File: src/rtl/mem_port_arbiter_if.sv
// Bus bundle joining the pipeline requesters, the RAM wrapper and mem_port_arbiter.
// The arbiter takes the slave view; the pipeline/RAM side takes the master view.
interface mem_port_arbiter_if #(
  parameter int RAM_AW = 12
);
  logic              if_req;
  logic [31:0]       if_addr;
  logic              if_gnt;
  logic              if_rvalid;
  logic [31:0]       if_rdata;
  logic              ls_req;
  logic              ls_we;
  logic [31:0]       ls_addr;
  logic [31:0]       ls_din;
  logic              ls_gnt;
  logic              ls_rvalid;
  logic [31:0]       ls_rdata;
  logic              fetch_stall;
  logic              ram_en;
  logic              ram_we;
  logic [RAM_AW-1:0] ram_addr;
  logic [31:0]       ram_din;
  logic [31:0]       ram_dout;

  modport slave (
    input  if_req, if_addr, ls_req, ls_we, ls_addr, ls_din, ram_dout,
    output if_gnt, if_rvalid, if_rdata, ls_gnt, ls_rvalid, ls_rdata,
           fetch_stall, ram_en, ram_we, ram_addr, ram_din
  );

  modport master (
    output if_req, if_addr, ls_req, ls_we, ls_addr, ls_din, ram_dout,
    input  if_gnt, if_rvalid, if_rdata, ls_gnt, ls_rvalid, ls_rdata,
           fetch_stall, ram_en, ram_we, ram_addr, ram_din
  );
endinterface

File: src/rtl/mem_port_arbiter.sv
// Single-port RAM arbiter: load/store has priority, fetch is forced through after
// STARVE_LIMIT consecutive denials; read data is steered back one cycle later.
//
// state    | meaning
// OWN_NONE | no read response due this cycle
// OWN_IF   | fetch read issued last cycle, ram_dout belongs to fetch
// OWN_LS   | load issued last cycle, ram_dout belongs to load/store stage
module mem_port_arbiter #(
  parameter int STARVE_LIMIT = 4,
  parameter int RAM_AW       = 12
) (
  input logic               clk,
  input logic               rst,
  mem_port_arbiter_if.slave bus
);

  typedef enum logic [1:0] {
    OWN_NONE = 2'd0,
    OWN_IF   = 2'd1,
    OWN_LS   = 2'd2
  } owner_t;

  localparam logic [3:0] LIMIT = 4'(STARVE_LIMIT);

  owner_t      owner;
  owner_t      owner_nxt;
  logic [3:0]  starve_cnt;
  logic        if_gnt;
  logic        ls_gnt;
  logic        if_rvalid;
  logic        ls_rvalid;
  logic [31:0] if_hold;
  logic [31:0] ls_hold;
  logic [31:0] sel_addr;
  logic        unused_addr_bits;

  always_comb begin
    if_gnt = 1'b0;
    ls_gnt = 1'b0;
    if (rst) begin
      if (bus.if_req && (starve_cnt == LIMIT)) begin
        if_gnt = 1'b1;
      end else if (bus.ls_req) begin
        ls_gnt = 1'b1;
      end else if (bus.if_req) begin
        if_gnt = 1'b1;
      end
    end
  end

  assign sel_addr         = ls_gnt ? bus.ls_addr : bus.if_addr;
  assign unused_addr_bits = ^{sel_addr[31:RAM_AW+2], sel_addr[1:0]};

  assign bus.if_gnt      = if_gnt;
  assign bus.ls_gnt      = ls_gnt;
  assign bus.fetch_stall = bus.if_req & ~if_gnt;
  assign bus.ram_en      = if_gnt | ls_gnt;
  assign bus.ram_we      = ls_gnt & bus.ls_we;
  assign bus.ram_addr    = sel_addr[RAM_AW+1:2];
  assign bus.ram_din     = ls_gnt ? bus.ls_din : 32'd0;

  // Counts consecutive fetch denials; sticks at the limit until fetch wins.
  always_ff @(posedge clk) begin
    if (!rst) begin
      starve_cnt <= 4'd0;
    end else if (!bus.if_req || if_gnt) begin
      starve_cnt <= 4'd0;
    end else if (starve_cnt != LIMIT) begin
      starve_cnt <= starve_cnt + 4'd1;
    end
  end

  always_ff @(posedge clk) begin
    if (!rst) begin
      owner <= OWN_NONE;
    end else begin
      owner <= owner_nxt;
    end
  end

  always_comb begin
    owner_nxt = OWN_NONE;
    if (if_gnt) begin
      owner_nxt = OWN_IF;
    end else if (ls_gnt && !bus.ls_we) begin
      owner_nxt = OWN_LS;
    end
  end

  // A reset landing on the response cycle suppresses the response.
  always_comb begin
    if_rvalid = 1'b0;
    ls_rvalid = 1'b0;
    if (rst) begin
      if_rvalid = (owner == OWN_IF);
      ls_rvalid = (owner == OWN_LS);
    end
  end

  always_ff @(posedge clk) begin
    if (!rst) begin
      if_hold <= 32'd0;
      ls_hold <= 32'd0;
    end else begin
      if (if_rvalid) if_hold <= bus.ram_dout;
      if (ls_rvalid) ls_hold <= bus.ram_dout;
    end
  end

  assign bus.if_rvalid = if_rvalid;
  assign bus.ls_rvalid = ls_rvalid;
  assign bus.if_rdata  = if_rvalid ? bus.ram_dout : if_hold;
  assign bus.ls_rdata  = ls_rvalid ? bus.ram_dout : ls_hold;

endmodule

File: src/flat_wrapper.sv
// flat-port wrapper written by rule: the top's interface ports become plain ports
module mem_port_arbiter_flat 
#(
  parameter int STARVE_LIMIT = 4,
  parameter int RAM_AW       = 12
)
  (clk, rst, bus_if_req, bus_if_addr, bus_ls_req, bus_ls_we, bus_ls_addr, bus_ls_din, bus_ram_dout, bus_if_gnt, bus_if_rvalid, bus_if_rdata, bus_ls_gnt, bus_ls_rvalid, bus_ls_rdata, bus_fetch_stall, bus_ram_en, bus_ram_we, bus_ram_addr, bus_ram_din);
  mem_port_arbiter_if #(.RAM_AW(RAM_AW)) bus_i ();
  input logic clk;
  input logic rst;
  input wire logic [$bits(bus_i.if_req)-1:0] bus_if_req;
  input wire logic [$bits(bus_i.if_addr)-1:0] bus_if_addr;
  input wire logic [$bits(bus_i.ls_req)-1:0] bus_ls_req;
  input wire logic [$bits(bus_i.ls_we)-1:0] bus_ls_we;
  input wire logic [$bits(bus_i.ls_addr)-1:0] bus_ls_addr;
  input wire logic [$bits(bus_i.ls_din)-1:0] bus_ls_din;
  input wire logic [$bits(bus_i.ram_dout)-1:0] bus_ram_dout;
  output wire logic [$bits(bus_i.if_gnt)-1:0] bus_if_gnt;
  output wire logic [$bits(bus_i.if_rvalid)-1:0] bus_if_rvalid;
  output wire logic [$bits(bus_i.if_rdata)-1:0] bus_if_rdata;
  output wire logic [$bits(bus_i.ls_gnt)-1:0] bus_ls_gnt;
  output wire logic [$bits(bus_i.ls_rvalid)-1:0] bus_ls_rvalid;
  output wire logic [$bits(bus_i.ls_rdata)-1:0] bus_ls_rdata;
  output wire logic [$bits(bus_i.fetch_stall)-1:0] bus_fetch_stall;
  output wire logic [$bits(bus_i.ram_en)-1:0] bus_ram_en;
  output wire logic [$bits(bus_i.ram_we)-1:0] bus_ram_we;
  output wire logic [$bits(bus_i.ram_addr)-1:0] bus_ram_addr;
  output wire logic [$bits(bus_i.ram_din)-1:0] bus_ram_din;
  assign bus_i.if_req = bus_if_req;
  assign bus_i.if_addr = bus_if_addr;
  assign bus_i.ls_req = bus_ls_req;
  assign bus_i.ls_we = bus_ls_we;
  assign bus_i.ls_addr = bus_ls_addr;
  assign bus_i.ls_din = bus_ls_din;
  assign bus_i.ram_dout = bus_ram_dout;
  assign bus_if_gnt = bus_i.if_gnt;
  assign bus_if_rvalid = bus_i.if_rvalid;
  assign bus_if_rdata = bus_i.if_rdata;
  assign bus_ls_gnt = bus_i.ls_gnt;
  assign bus_ls_rvalid = bus_i.ls_rvalid;
  assign bus_ls_rdata = bus_i.ls_rdata;
  assign bus_fetch_stall = bus_i.fetch_stall;
  assign bus_ram_en = bus_i.ram_en;
  assign bus_ram_we = bus_i.ram_we;
  assign bus_ram_addr = bus_i.ram_addr;
  assign bus_ram_din = bus_i.ram_din;
  mem_port_arbiter #(.STARVE_LIMIT(STARVE_LIMIT), .RAM_AW(RAM_AW)) u_core (.clk(clk), .rst(rst), .bus(bus_i));
endmodule
File: config.mk
export PLATFORM = sky130hd
export DESIGN_NAME = mem_port_arbiter_flat
export DESIGN_NICKNAME = d
export VERILOG_FILES = /design/src/rtl/mem_port_arbiter_if.sv /design/src/rtl/mem_port_arbiter.sv /design/src/flat_wrapper.sv
export SDC_FILE = /design/constraint.sdc
export NUM_CORES = 1
export LEC_CHECK = 0
export CORE_MARGIN = 5
export CORE_UTILIZATION = 25
export CTS_CLUSTER_SIZE = 16
export DETAILED_ROUTE_END_ITERATION = 8
export GPL_ROUTABILITY_DRIVEN = 0
export HOLD_SLACK_MARGIN = 0.06
export PLACE_DENSITY_LB_ADDON = 0.1
export SETUP_SLACK_MARGIN = 0.02
export SLEW_MARGIN = 20
export SYNTH_ARGS = -nofsm -noshare
export SYNTH_HDL_FRONTEND = slang
export SYNTH_SLANG_ARGS = --single-unit
File: constraint.sdc
create_clock -name clk -period 2.9 [get_ports clk]
set_input_delay 0.58 -clock clk [delete_from_list [all_inputs] [get_ports clk]]
set_output_delay 0.58 -clock clk [all_outputs]
set_load 0.01 [all_outputs]
# Word level (Yosys, flattened, before mapping)
# Cells that the tools add are included.
# word_totals
ff_bits	70
latchBits	0
mem_bits_rw	0
mem_bits_ro	0
input_bits	133
output_inout_bits	115
wordCells	37
memories	0
# classes
n_addsub	1
multipliers	0
div_mod_pow	0
n_lt_le_gt_ge	0
eq_ne	4
n_shift	0
mux	15
bitwise_logic	5
n_reduce_logical	7
# op_table
operator	n
$mux 32	3
$mux 14	1
$mux 1	10
$add 4x1->4 const B	1
$eq 4x3->1 const B	1
$ne 4x3->1 const B	1
$reduce_or 2->1	2
$and 1x1->1	2
$eq 2x1->1 const B	1
$eq 2x2->1 const B	1
$logic_and 1x1->1	2
$logic_not 1->1	2
$mux 2	1
$not 1->1	2
$logic_or 1x1->1	1
$or 1x1->1	1

# Longest topological paths before layout
# Gate-level depths: netlist of the first run.
# logic_depth
word_depth	7
ltp_mapped	6
ltp_nobuf	5

# Least setup slack after synthesis of the first run
# OpenSTA, ideal clock, no wires.
# synth_path
kind	reg-to-output
startpoint	register u_core.starve_cnt[0]
endpoint	output bus_ram_addr[0]
arrival_time_ns	1.463
required_time_ns	2.320
slack_ns	0.857
stages_incl_launch_ff	7
path_buffers	1
cell_sequence	dfxtp_1 -> inv_1 -> ha_1 -> nand3b_1 -> o211a_1 -> buf_6 -> mux2_2
# synth_via
elab_chain_cells	5
# synth_rtl
element	line_no	text
start, declared	mem_port_arbiter.sv:27	logic [3:0] starve_cnt;
start signal, assigned	mem_port_arbiter.sv:69	starve_cnt <= starve_cnt + 4'd1;
$eq 4x3->1	mem_port_arbiter.sv:41	if (bus.if_req && (starve_cnt == LIMIT)) begin
$logic_and 1x1->1	mem_port_arbiter.sv:41	
$mux 1	mem_port_arbiter.sv:41	
$mux 1	mem_port_arbiter.sv:40	if (rst) begin
$mux 14	mem_port_arbiter.sv:51	assign sel_addr = ls_gnt ? bus.ls_addr : bus.if_addr;
end, declared	flat_wrapper.sv:27	output wire logic [$bits(bus_i.ram_addr)-1:0] bus_ram_addr;
# Every way passes these cells.

# Worst setup path after layout of the first run
# layout_path
startpoint	input bus_if_req
endpoint	output bus_ram_din[1]
# layout_via
elab_chain_cells	4
# layout_rtl
element	line_no	text
start, declared	flat_wrapper.sv:11	input wire logic [$bits(bus_i.if_req)-1:0] bus_if_req;
$logic_and 1x1->1	mem_port_arbiter.sv:41	
$mux 1	mem_port_arbiter.sv:41	
$mux 1	mem_port_arbiter.sv:40	
$mux 32	mem_port_arbiter.sv:60	assign bus.ram_din = ls_gnt ? bus.ls_din : 32'd0;
end, declared	flat_wrapper.sv:28	output wire logic [$bits(bus_i.ram_din)-1:0] bus_ram_din;
# Every way passes these cells.

==> impl_metrics.py, run 1 <==
metrics = {
    "placed_design": {
        "post_dp_cell_area_sq_mm": 0.00546,
        "io_buffers": 207,
        "dp.final_hpwl_mm": 7.75,
        "post-place-ws_ns": -0.0140,
    },
    "clock_tree": {
        "root_buffer": "clkbuf_16",
        "depth_of_the_cts_h_tree": 3,
        "clock_tree_from_tritoncts": "done",
        "cts_bufs_inserted": 9,
        "clkSlewWorstSetupHoldPaths_ns": 0.05,
        "tritoncts_num_sinks": 70,
        "ctsHoldBuffers": 0,
        "worst_skew_late_latency_ns": 0.33,
        "cts-root-to-sink-buffers": 2,
    },
    "floorplanning": {
        "top_level_ports": 248,
        "floorplan.die_area_sq_mm": 0.0151,
        "fp-row-count": 41,
        "die-width_microns": 123,
        "initial_utilization": 0.254,
        "dieHeight_microns": 123,
        "placeableCoreArea_sq_mm": 0.0126,
    },
    "timing": {
        "fmax_mhz": 357,
        "slew_headroom": 0.817,
        "period_needed_ns": 2.80,
        "setup_viol": 0,
        "worst_clock_skew_ns": 0.00646,
        "finalHoldViolCount": 0,
        "report.final.slew_viol_count": 0,
        "final_critical_path_setup_slack_ns": 0.0991,
        "unrepaired_setup_endpoints_after_global_routing": "no",
        "hold_ws_ns": 0.551,
        "worst_slew_pin_slew_ns": 0.275,
        "post-route-period-util": 0.966,
    },
    "synth": {
        "post_synth_fa_ha_maj_area_fraction": 0.00785,
        "synthesis.area_per_instance_sq_um": 11.1,
        "synth-compound-area-share": 0.00981,
        "postSynthCellCount": 287,
        "total_of_warnings_raised_by_yosys": 0,
        "yosys_register_bits": 70,
        "synth.net_count": 422,
        "synth_xor_xnor_area_share": 0,
        "synth.area.mux_share": 0.275,
        "yosysSeqAreaShare": 0.439,
        "synth_top_family_by_area": "multiplexers",
        "synth_cell_type_count": 21,
        "post_synth_instance_area_sq_mm": 0.00319,
        "post_synth_and_or_nand_nor_area_fraction": 0.224,
    },
    "finish": {
        "final_layout_size_suffix_gt1_frac": 0.221,
        "antenna-diode-count": 0,
        "postLayoutCellArea_sq_mm": 0.00582,
        "seqCellArea_sq_mm": 0.00140,
        "finish.net_count": 637,
        "multi_input_gate_area_sq_mm": 0.00166,
        "nFillCells": 1221,
        "area_growth_pct": 82.5,
    },
    "drt": {
        "vias_per_cell": 4.15,
        "dr.first_iter.drc_count": 113,
        "routed_wirelength_mm": 9.85,
        "post-route-drc-count": 0,
        "ant_nets": 0,
        "drtPass1Iterations": 4,
        "detail_route.wl_per_cell_microns": 14.5,
        "via_count": 2821,
    },
    "grt": {
        "first_global_vias": 2868,
        "groute.layer.met1.usage": 0.142,
        "grt_use_met2": 0.216,
        "grt-ovfl-total": 0,
        "grt.met3_usage": 0.0618,
        "track_usage": 0.130,
        "grt_antenna_before_repair": 0,
        "first_pass_grt_wire_length_mm": 14.9,
        "grt_max_degree": 37,
        "grt_most_used_layer": "met2",
    },
    "power_and_ir_drop": {
        "p_total_mw": 2.38,
        "p_leak_nw": 2.75,
        "power.density_cell_area_mw_per_mm2": 409,
        "ir_worst_vdd_uv": 256,
    },
    "setup_path": {
        "nature_of_the_critical_path_endpoint": "output pin",
        "startpoint_of_the_most_critical_register_to_register_path": "u_core.starve_cnt[0]",
        "critPathMaxFanout": 11,
        "worstPathRequired_ns": 2.32,
        "critical_path_start_end_classification": "input pin to output pin",
        "cp-startpoint": "bus_if_req",
        "worst-endpoint-arrival_ns": 2.22,
        "setup.worst_path.start_class": "input pin",
    },
    "run": {
        "drv.max_cap_violation_count": 0,
    },
    "min_path": {
        "hold_removal_path_class": "flop to flop",
        "hold_path_startpoint": "u_core.starve_cnt[0]",
    },
    "run_status": {
        "outcome": "finished clean",
    },
}
synth_stat cells:
master	n	area [sq um]
buf_2	1	5.00
nand2b_1	1	6.26
mux2_2	74	833
mux2_4	3	45.0
o2111a_1	1	11.3
nand3_1	2	10.0
nor2_1	2	7.51
a21oi_1	2	10.0
nand3b_4	2	40.0
nand3b_1	1	7.51
buf_6	7	78.8
and3_1	3	18.8
nand2_1	1	3.75
dfxtp_1	70	1400
ha_1	2	25.0
inv_1	5	18.8
or2_2	1	6.26
nor2b_1	1	6.26
clkbuf_1	10	37.5
o211a_1	1	10.0
and2_1	97	607
power by group:
part | internal [mW] | switching, mW | total [mW]
combinational | 0.283 | 0.146 | 0.429
clock | 0.576 | 0.389 | 0.964
sequential | 0.982 | 0.00514 | 0.987
total | 1.84 | 0.540 | 2.38
timing repair:
| action | in CTS | in global routing |
|---|---|---|
| setup endpoints to repair | 19 | 39 |
| setup buffers | 0 | 4 |
| gates resized for setup | 6 | 29 |
layout by cell type (no fill, tap or decap):
cell and n:
clkinv_4 1, nor2_1 2, nand2_1 1, clkdlybuf4s50_1 176, nand3_1 2, buf_4 12
nand2b_1 1, a21oi_1 2, dfxtp_1 69, nand3b_4 2, buf_2 1, or2_2 1
mux2_2 74, clkbuf_16 9, buf_12 3, o211a_4 1, dfxtp_2 1, dlygate4sd2_1 6
o2111a_1 1, and2_1 97, and3_1 3, clkinv_2 3, clkbuf_1 3, inv_1 5
mux2_4 3, nor2b_1 1, buf_6 1, dlymetal6s2s_1 23, nand3b_1 1, ha_1 2
stage by stage:
stage,utilization,TNS [ns],cells
after global placement,0.434,-0.0629,659
after global routing,0.463,0,679
after CTS,0.454,-0.152,675
after detailed placement,0.434,-0.0305,659
after floorplan,-,0,287
final,0.463,0,679
worst paths after layout:
check | cells after the start | to | slack (ns)
setup / recovery | 6 | bus_ram_din[1] | 0.1
hold / removal | 2 | u_core.starve_cnt[0] | 0.55
setup reg to reg | 6 | u_core.starve_cnt[0] | 1.43
hold reg to reg | 2 | u_core.starve_cnt[0] | 0.55
kinds of logic (layout without fill, tap and decap cells):
| group | count (synthesis) | after routing |
|---|---|---|
| adders and majority gates | 2 | 2 |
| and+or+nand+nor | 111 | 111 |
| AOI/OAI and AO/OA | 4 | 4 |
| muxes | 77 | 77 |
| buffers and inverters | 23 | 243 |
| DFF | 70 | 70 |
final cells by class:
type,instances,share of cell area
clock inverters,4,0.00408
repair buffers,222,0.390
multi-input cells,194,0.284
flip-flops and latches,70,0.241
inverters,5,0.00322
well taps,172,0.0370
clock buffers,12,0.0406
worst max-delay path, cell delays in order:
cell and delay, ns:
clkdlybuf4s50_1 0.48, inv_1 0.07, o211a_4 0.27, buf_4 0.17, and2_1 0.15, clkdlybuf4s50_1 0.49
state kept, by name, indices dropped and copies added (netlist names):
register and flops:
u_core.owner 2, u_core.if_hold 32, u_core.starve_cnt 4, u_core.ls_hold 32
per-layer routing:
metal,routed length (microns),up-vias,part of all wire
met5,0,-,0
met4,151,0,0.015
met3,1070,14,0.11
met2,4820,140,0.49
met1,3810,1294,0.39
li1,-,1373,-
Power figures use the tool's default switching activity.
==> inputs of run 2 (changes only) <==
--- a/config.mk
+++ b/config.mk
@@ -13,7 +13,6 @@
 export HOLD_SLACK_MARGIN = 0.06
 export PLACE_DENSITY_LB_ADDON = 0.1
 export SETUP_SLACK_MARGIN = 0.02
-export SLEW_MARGIN = 20
 export SYNTH_ARGS = -nofsm -noshare
 export SYNTH_HDL_FRONTEND = slang
 export SYNTH_SLANG_ARGS = --single-unit
==> results of run 2 <==
Final layout, timing and power as in run 1 (identical DEF).
